===== src/rtl/wb_writer_if.sv =====
// Bus bundle between the MEM stage, data memory and the write-back block.
// The slave modport is the write-back block's view; master is the surrounding pipeline.
interface wb_writer_if;
  logic        mem_valid;
  logic        mem_RegWrite;
  logic        mem_MemtoReg;
  logic [4:0]  mem_WriteReg;
  logic [31:0] mem_ALUResult;
  logic [1:0]  mem_size;
  logic        mem_signed;
  logic [1:0]  mem_addr_lo;
  logic        mem_ready;
  logic        dmem_rvalid;
  logic [31:0] dmem_rdata;
  logic        flush;
  logic        RegWrite;
  logic [4:0]  WriteReg;
  logic [31:0] WriteData;
  logic        align_err;
  logic [31:0] wb_count;

  modport slave (
    input  mem_valid, mem_RegWrite, mem_MemtoReg, mem_WriteReg, mem_ALUResult,
           mem_size, mem_signed, mem_addr_lo, dmem_rvalid, dmem_rdata, flush,
    output mem_ready, RegWrite, WriteReg, WriteData, align_err, wb_count
  );

  modport master (
    output mem_valid, mem_RegWrite, mem_MemtoReg, mem_WriteReg, mem_ALUResult,
           mem_size, mem_signed, mem_addr_lo, dmem_rvalid, dmem_rdata, flush,
    input  mem_ready, RegWrite, WriteReg, WriteData, align_err, wb_count
  );
endinterface


===== src/rtl/wb_writer.sv =====
// Write-back stage: retires ALU results and (possibly delayed) loads into the
// register file, with byte/half extraction, alignment checking and a retire counter.
module wb_writer (
  input logic        clk,
  input logic        rst,
  wb_writer_if.slave bus
);
  localparam logic [0:0] IDLE      = 1'b0;
  localparam logic [0:0] WAIT_LOAD = 1'b1;

  function automatic logic is_misaligned(input logic [1:0] size, input logic [1:0] addr);
    logic mis;
    case (size)
      2'b00:   mis = 1'b0;
      2'b01:   mis = addr[0];
      2'b10:   mis = (addr != 2'b00);
      default: mis = 1'b1;
    endcase
    return mis;
  endfunction

  function automatic logic [31:0] load_extend(input logic [31:0] rdata, input logic [1:0] size,
                                              input logic sgn, input logic [1:0] addr);
    logic [7:0]  b;
    logic [15:0] h;
    logic [31:0] r;
    case (addr)
      2'b00:   b = rdata[7:0];
      2'b01:   b = rdata[15:8];
      2'b10:   b = rdata[23:16];
      default: b = rdata[31:24];
    endcase
    h = addr[1] ? rdata[31:16] : rdata[15:0];
    case (size)
      2'b00:   r = {{24{sgn & b[7]}}, b};
      2'b01:   r = {{16{sgn & h[15]}}, h};
      default: r = rdata;
    endcase
    return r;
  endfunction

  logic [0:0]  state_r, state_nx_s;
  logic [4:0]  wreg_r;
  logic [1:0]  size_r, addr_r;
  logic        signed_r;
  logic        regwrite_r, align_err_r;
  logic [4:0]  writereg_r;
  logic [31:0] writedata_r, wb_count_r;

  logic        ready_s, accept_s, in_wait_s, latch_s, fire_s, err_s;
  logic [1:0]  ld_size_s, ld_addr_s;
  logic        ld_sign_s, ld_mis_s;
  logic [31:0] ld_data_s, data_s;
  logic [4:0]  dest_s;

  assign ready_s   = (state_r == IDLE) && !bus.flush && !rst;
  assign accept_s  = bus.mem_valid && ready_s;
  assign in_wait_s = (state_r == WAIT_LOAD);

  // A pending load uses its latched fields; a load accepted this edge uses the live ones.
  assign ld_size_s = in_wait_s ? size_r   : bus.mem_size;
  assign ld_addr_s = in_wait_s ? addr_r   : bus.mem_addr_lo;
  assign ld_sign_s = in_wait_s ? signed_r : bus.mem_signed;
  assign ld_mis_s  = is_misaligned(ld_size_s, ld_addr_s);
  assign ld_data_s = load_extend(bus.dmem_rdata, ld_size_s, ld_sign_s, ld_addr_s);

  // Next-state and retire decision for the current edge
  always_comb begin
    state_nx_s = state_r;
    latch_s    = 1'b0;
    fire_s     = 1'b0;
    err_s      = 1'b0;
    dest_s     = bus.mem_WriteReg;
    data_s     = bus.mem_ALUResult;
    case (state_r)
      IDLE: begin
        if (!accept_s) begin
          state_nx_s = IDLE;
        end else if (!bus.mem_MemtoReg) begin
          fire_s = bus.mem_RegWrite && (bus.mem_WriteReg != 5'd0);
        end else if (bus.dmem_rvalid) begin
          err_s  = ld_mis_s;
          fire_s = !ld_mis_s && (bus.mem_WriteReg != 5'd0);
          data_s = ld_data_s;
        end else begin
          latch_s    = 1'b1;
          state_nx_s = WAIT_LOAD;
        end
      end
      WAIT_LOAD: begin
        dest_s = wreg_r;
        data_s = ld_data_s;
        if (bus.flush) begin
          state_nx_s = IDLE;
        end else if (bus.dmem_rvalid) begin
          err_s      = ld_mis_s;
          fire_s     = !ld_mis_s && (wreg_r != 5'd0);
          state_nx_s = IDLE;
        end else begin
          state_nx_s = WAIT_LOAD;
        end
      end
      default: state_nx_s = IDLE;
    endcase
  end

  // State, pending-load fields and registered write-port outputs
  always_ff @(posedge clk) begin
    if (rst) begin
      state_r     <= IDLE;
      wreg_r      <= 5'd0;
      size_r      <= 2'b00;
      addr_r      <= 2'b00;
      signed_r    <= 1'b0;
      regwrite_r  <= 1'b0;
      align_err_r <= 1'b0;
      writereg_r  <= 5'd0;
      writedata_r <= 32'd0;
      wb_count_r  <= 32'd0;
    end else begin
      state_r     <= state_nx_s;
      regwrite_r  <= fire_s;
      align_err_r <= err_s;
      if (latch_s) begin
        wreg_r   <= bus.mem_WriteReg;
        size_r   <= bus.mem_size;
        addr_r   <= bus.mem_addr_lo;
        signed_r <= bus.mem_signed;
      end
      if (fire_s) begin
        writereg_r  <= dest_s;
        writedata_r <= data_s;
        wb_count_r  <= wb_count_r + 32'd1;
      end
    end
  end

  assign bus.mem_ready = ready_s;
  assign bus.RegWrite  = regwrite_r;
  assign bus.WriteReg  = writereg_r;
  assign bus.WriteData = writedata_r;
  assign bus.align_err = align_err_r;
  assign bus.wb_count  = wb_count_r;
endmodule


===== src/flat_wrapper.sv =====
// flat-port wrapper written by rule: the top's interface ports become plain ports
module wb_writer_flat 
  (clk, rst, bus_mem_valid, bus_mem_RegWrite, bus_mem_MemtoReg, bus_mem_WriteReg, bus_mem_ALUResult, bus_mem_size, bus_mem_signed, bus_mem_addr_lo, bus_dmem_rvalid, bus_dmem_rdata, bus_flush, bus_mem_ready, bus_RegWrite, bus_WriteReg, bus_WriteData, bus_align_err, bus_wb_count);
  wb_writer_if bus_i ();
  input logic clk;
  input logic rst;
  input wire logic [$bits(bus_i.mem_valid)-1:0] bus_mem_valid;
  input wire logic [$bits(bus_i.mem_RegWrite)-1:0] bus_mem_RegWrite;
  input wire logic [$bits(bus_i.mem_MemtoReg)-1:0] bus_mem_MemtoReg;
  input wire logic [$bits(bus_i.mem_WriteReg)-1:0] bus_mem_WriteReg;
  input wire logic [$bits(bus_i.mem_ALUResult)-1:0] bus_mem_ALUResult;
  input wire logic [$bits(bus_i.mem_size)-1:0] bus_mem_size;
  input wire logic [$bits(bus_i.mem_signed)-1:0] bus_mem_signed;
  input wire logic [$bits(bus_i.mem_addr_lo)-1:0] bus_mem_addr_lo;
  input wire logic [$bits(bus_i.dmem_rvalid)-1:0] bus_dmem_rvalid;
  input wire logic [$bits(bus_i.dmem_rdata)-1:0] bus_dmem_rdata;
  input wire logic [$bits(bus_i.flush)-1:0] bus_flush;
  output wire logic [$bits(bus_i.mem_ready)-1:0] bus_mem_ready;
  output wire logic [$bits(bus_i.RegWrite)-1:0] bus_RegWrite;
  output wire logic [$bits(bus_i.WriteReg)-1:0] bus_WriteReg;
  output wire logic [$bits(bus_i.WriteData)-1:0] bus_WriteData;
  output wire logic [$bits(bus_i.align_err)-1:0] bus_align_err;
  output wire logic [$bits(bus_i.wb_count)-1:0] bus_wb_count;
  assign bus_i.mem_valid = bus_mem_valid;
  assign bus_i.mem_RegWrite = bus_mem_RegWrite;
  assign bus_i.mem_MemtoReg = bus_mem_MemtoReg;
  assign bus_i.mem_WriteReg = bus_mem_WriteReg;
  assign bus_i.mem_ALUResult = bus_mem_ALUResult;
  assign bus_i.mem_size = bus_mem_size;
  assign bus_i.mem_signed = bus_mem_signed;
  assign bus_i.mem_addr_lo = bus_mem_addr_lo;
  assign bus_i.dmem_rvalid = bus_dmem_rvalid;
  assign bus_i.dmem_rdata = bus_dmem_rdata;
  assign bus_i.flush = bus_flush;
  assign bus_mem_ready = bus_i.mem_ready;
  assign bus_RegWrite = bus_i.RegWrite;
  assign bus_WriteReg = bus_i.WriteReg;
  assign bus_WriteData = bus_i.WriteData;
  assign bus_align_err = bus_i.align_err;
  assign bus_wb_count = bus_i.wb_count;
  wb_writer u_core (.clk(clk), .rst(rst), .bus(bus_i));
endmodule

===== config.mk =====
export PLATFORM = sky130hd
export DESIGN_NAME = wb_writer_flat
export DESIGN_NICKNAME = d
export VERILOG_FILES = /design/src/rtl/wb_writer_if.sv /design/src/rtl/wb_writer.sv /design/src/flat_wrapper.sv
export SDC_FILE = /design/constraint.sdc
export NUM_CORES = 1
export LEC_CHECK = 0
export CORE_UTILIZATION = 46
export CTS_CLUSTER_SIZE = 28
export DETAILED_ROUTE_END_ITERATION = 6
export HOLD_SLACK_MARGIN = 0.06
export PLACE_DENSITY_LB_ADDON = 0.08
export SYNTH_ARGS = -nofsm -noshare
export SYNTH_HDL_FRONTEND = slang
export SYNTH_SLANG_ARGS = --single-unit

===== constraint.sdc =====
create_clock -name clk -period 2.6 [get_ports clk]
set_input_delay 0.52 -clock clk [delete_from_list [all_inputs] [get_ports clk]]
set_output_delay 0.52 -clock clk [all_outputs]
set_load 0.005 [all_outputs]

Word-level counts from Yosys, hierarchy flattened
Index checks and enable logic that the tools add are counted.
- add/sub/neg operators: 1
- equality and inequality tests: 4
- mux-type cells: 29
- bitwise logic cells: 3
- reductions and logical operators: 14
- operators by type and width (cell ; count):
    $pmux W32 S2 ; 2
    $mux W32 ; 3
    $add A32 B1 Y32 const B ; 1
    $pmux W8 S3 ; 1
    $mux W16 ; 1
    $mux W1 ; 15
    $reduce_bool A5 Y1 ; 2
    $logic_and A1 B1 Y1 ; 6
    $pmux W1 S2 ; 3
    $mux W5 ; 1
    $eq A2 B1 Y1 const B ; 2
    $eq A2 B2 Y1 const B ; 2
    $logic_not A2 Y1 ; 2
    $mux W2 ; 2
    $logic_not A1 Y1 ; 3
    $pmux W1 S3 ; 1
    $and A1 B1 Y1 ; 2
    $reduce_bool A2 Y1 ; 1
    $not A1 Y1 ; 1
- bits in registers: 82
- output and inout bits: 72
- word-level logic and storage cells: 61

Logic depth before layout (Yosys ltp)
- word-level depth: 9
- depth in mapped cells: 10
- depth with buffers taken out: 6

Least setup slack after synthesis
No wires, ideal clock.
- path kind: in2reg
- start: input port rst
- end: register u_core.wb_count_r[12], in the netlist u_core.bus.wb_count[12]
- library setup time: 0.121 ns
- data arrival time: 2.135 ns
- required time: 2.479 ns
- slack: 0.344 ns
- cell stages on the path: 7
- path buffers: 1
- cell sequence: nand3b_1 a211o_1 a221oi_2 buf_4 nor2_4 nor4_1 mux2_2
- longest elaborated chain between the ends: 5
- RTL lines (item ; line ; source):
    from (decl) ; flat_wrapper.sv:6 ; input logic rst;
    $logic_not A1 Y1 ; wb_writer.sv:56 ; assign ready_s = (state_r == IDLE) && !bus.flush && !rst;
    $logic_and A1 B1 Y1 ; wb_writer.sv:56 ;
    $logic_and A1 B1 Y1 ; wb_writer.sv:57 ; assign accept_s = bus.mem_valid && ready_s;
    $mux W1 ; wb_writer.sv:77 ; if (!accept_s) begin
    $pmux W1 S2 ; wb_writer.sv:75 ; case (state_r)
    to (signal assigned) ; wb_writer.sv:133 ; wb_count_r <= wb_count_r + 32'd1;
    to (decl) ; wb_writer.sv:48 ; logic [31:0] writedata_r, wb_count_r;
Several ways; a longest one is shown, not always the timed one.
A chain may end at the register's enable or synchronous reset.

Worst setup path in the final report
- start: input port bus_mem_valid
- end: register u_core.wb_count_r[12], in the netlist u_core.bus.wb_count[12]
- longest elaborated chain between the ends: 3
- RTL lines (item ; line ; source):
    from (decl) ; flat_wrapper.sv:7 ; input wire logic [$bits(bus_i.mem_valid)-1:0] bus_mem_valid;
    $logic_and A1 B1 Y1 ; wb_writer.sv:57 ;
    $mux W1 ; wb_writer.sv:77 ;
    $pmux W1 S2 ; wb_writer.sv:75 ;
Every way passes these cells.

==> impl_metrics.tcl <==
set metrics [dict create \
    grt_pass1_wl_um 21900 \
    hold_end "u_core.bus.WriteData[21]$_SDFFE_PP0P_" \
    drt_pass1_iterations 5 \
    clockBufferDepth 2 \
    grtUsageTotal 0.279 \
    syn_to_final_growth_pct 46.6 \
    synth-compound-area-share 0.236 \
    fmax_mhz 409 \
    post_dp_cell_area_mm2 0.00623 \
    powerDensity_mw_per_mm2 421 \
    postCtsSetupRepairBufs 0 \
    fin_util 0.698 \
    drc 0 \
    max_stage_delay_ns 0.52 \
    post-synth-top-count-cell "dfxtp_1" \
    fill_cells 729 \
    synth_top_family_by_area "compound AO/OA/AOI/OAI gates" \
    worstPathArrival_ns 2.69 \
    io_buffers 152 \
    synth_nets 606 \
    synth-main-ff-cell "dfxtp_1" \
    end_kind "register" \
    antenna_found_initial 0 \
    fin_nets 769 \
    num_vias 4664 \
    total_power_mw 2.72 \
    setup_tns_ns 0 \
    worstPathRequired_ns 2.85 \
    via_per_inst 5.68 \
    synthMuxAreaShare 0.0834 \
    synthSimpleGateAreaFrac 0.224 \
    grt_pass1_vias 4429 \
    ant_nets 0 \
    die_height_um 99.8 \
    numCtsBuffers 9 \
    status "finished clean" \
    maxSlewHeadroom 0.411 \
    yosysSeqAreaShare 0.373 \
    synth_xor_area_frac 0.0339 \
    ys_warn_count 0 \
    synthTopCellsByCount "82 x dfxtp_1, 58 x nor2_1, 53 x a21oi_1, 44 x nand2_1, 32 x o221ai_1" \
    crit_type "input port to register" \
    rr_endpoint "u_core.bus.wb_count[12]$_SDFFE_PP0P_" \
    netlist_instances 524 \
    cellLeakagePower_nw 2.25 \
    dp_slack_ns -0.206 \
    clkLatencyLatePin_ns 0.36 \
    fin_crit_ns 2.45 \
    dp_hpwl_um 9920 \
    tightest_slew_ns 0.883 \
    setup_viol 0 \
    synthTopCellsByArea "dfxtp_1 37%, o221ai_1 6.4%, a21oi_1 6.0%" \
    regToRegSetupSlack_ns 0.20 \
    synth.distinct_cells 51 \
    period_share 0.941 \
    gp_congestion 0.857 \
    syn_area_mm2 0.00440 \
    drive_gt1_frac 0.108 \
    finalNonFillerCells 821 \
    rsz0062_at_grt "no" \
    async_flop_share 0 \
    hold_violations 0 \
    clock-root-buffer "clkbuf_8" \
    rows 35 \
    die_x_um 99.8 \
    crit_fanout 12 \
    fin_skew_ns 0.0103 \
    final_area_mm2 0.00645 \
    reg2regPathDepth 7 \
    dr.first_iter.drc_count 238 \
    cp-start-kind "input port" \
    cts-hold-fix-buffers 0 \
    wl_per_cell_um 16.8 \
    holdWs_ns 0.452 \
    wirelength_um 13800 \
    synth_top_area_cell "dfxtp_1" \
    yosys.area.top_type_share 0.373 \
    timing.final.ws_setup_ns 0.154 \
    die_area_mm2 0.00995 \
    n_antenna_cell 0 \
    cts_tree "yes" \
    min_path_type "register to register" \
    synth.avg_cell_area_um2 8.39 \
    crit_start "bus_mem_valid" \
    synth_edf_count 0 \
    clk_pin_slew_ns 0.08 \
    dp.cells 805 \
    irDropWorstVdd_mv 0.274 \
    core_area_mm2 0.00924 \
    ios 153 \
    min_path_cells 2 \
    report.final.slew_viol_count 0 \
    htreeDepth 3 \
    hold_start "u_core.bus.WriteData[21]$_SDFFE_PP0P_" \
    path_cells "clkdlybuf4s50_1 > nand3b_1 > a211o_1 > a221oi_2 > buf_4 > nor2_4 > nor4_1 > mux2_2" \
    gr-total-overflow 0 \
    grt_max_degree 85 \
    reg2reg_from "u_core.in_wait_s$_SDFF_PP0_" \
    synth-adder-area-share 0.00285 \
    start_util 0.476 \
    ys_ff_latch 82 \
    cts.sinks 82 \
    drv_cap 0 \
    crit_slowest_cell "clkdlybuf4s50_1" \
]
==> cell usage in the layout (no fill, tap or decap), types with 3 or more instances in the layout <==
cell / netlist / final
nand2_1: 44 / 44
nor2b_1: 3 / 3
o211ai_1: 6 / 6
nor4_1: 3 / 3
nor3_1: 11 / 11
or4_1: 4 / 4
nor2_1: 58 / 58
nand2b_1: 5 / 5
nand4_1: 8 / 8
and3_1: 3 / 3
clkinv_2: 0 / 3
a211oi_1: 19 / 19
buf_12: 0 / 3
and2_1: 19 / 19
inv_1: 6 / 6
nand3b_1: 5 / 5
o2111ai_1: 12 / 12
o21ai_0: 16 / 16
a21oi_1: 53 / 52
o221ai_1: 32 / 32
clkdlybuf4s50_1: 0 / 151
clkbuf_8: 0 / 9
buf_4: 3 / 36
mux2_2: 7 / 7
xnor2_1: 3 / 3
xor2_1: 14 / 14
nand3_1: 7 / 7
or3_1: 12 / 12
dfxtp_1: 82 / 81
mux2i_1: 25 / 25
==> worst max path at each step <==
| stage | slack (ns) | end |
|---|---|---|
| detailed placement | -0.21 | u_core.bus.wb_count[12]$_SDFFE_PP0P_ |
| finish | 0.15 | u_core.bus.wb_count[12]$_SDFFE_PP0P_ |
| global route | 0.05 | u_core.bus.wb_count[12]$_SDFFE_PP0P_ |
| floorplan | 0.34 | u_core.bus.wb_count[12]$_SDFFE_PP0P_ |
| global placement | -0.14 | u_core.bus.wb_count[12]$_SDFFE_PP0P_ |
| CTS | 0.02 | u_core.bus.wb_count[12]$_SDFFE_PP0P_ |
==> critical path, delay by kind of cell <==
family | cells | cell delay (ns)
mux | 1 | 0.37
compound gates | 2 | 0.52
buf+inv | 2 | 0.76
simple gates | 3 | 0.51
==> layout make-up <==
cell class,count,area [um2],area share
flip-flops and latches,82,1640,0.255
inverters,6,22.5,0.00349
well taps,129,161,0.0250
clock buffers,9,124,0.0192
repair buffers,191,1850,0.286
clock inverters,7,91.3,0.0142
multi-input cells,397,2560,0.397
==> cell families (layout without fill, tap and decap cells) <==
logic type,after synthesis,after routing
buffers and inverters,45,213
multiplexers,34,34
flip-flops,82,82
adder cells (fa/ha/maj),1,1
AND/OR/NAND/NOR,195,195
AO/OA/AOI/OAI,150,150
XOR/XNOR,17,17
==> state kept, by name, summed over array words and instances (netlist names) <==
register / flops
u_core.bus.WriteReg: 5
u_core.addr_r: 2
u_core.bus.WriteData: 32
u_core.bus.RegWrite: 1
u_core.bus.align_err: 1
u_core.bus.wb_count: 32
u_core.signed_r: 1
u_core.size_r: 2
u_core.in_wait_s: 1
u_core.wreg_r: 5
==> what timing repair did <==
| action | in CTS | in global routing |
|---|---|---|
| endpoints found under the setup margin | 0 | 51 |
| hold endpoints to repair | 0 | 0 |
| gates resized for setup | 0 | 1 |
==> power by group <==
group	switching (mW)	internal (mW)	total, mW
sequential	0.0129	1.27	1.29
clock	0.486	0.539	1.03
combinational	0.179	0.225	0.404
total	0.678	2.04	2.72
==> per-layer routing <==
metal,up-vias,global-route usage,part of all wire
met2,174,0.478,0.49
met1,2189,0.339,0.42
met5,-,0,0
li1,2273,-,-
met3,28,0.0485,0.062
met4,0,0.130,0.027
Note: power is estimated with default switching activity, not from simulation.
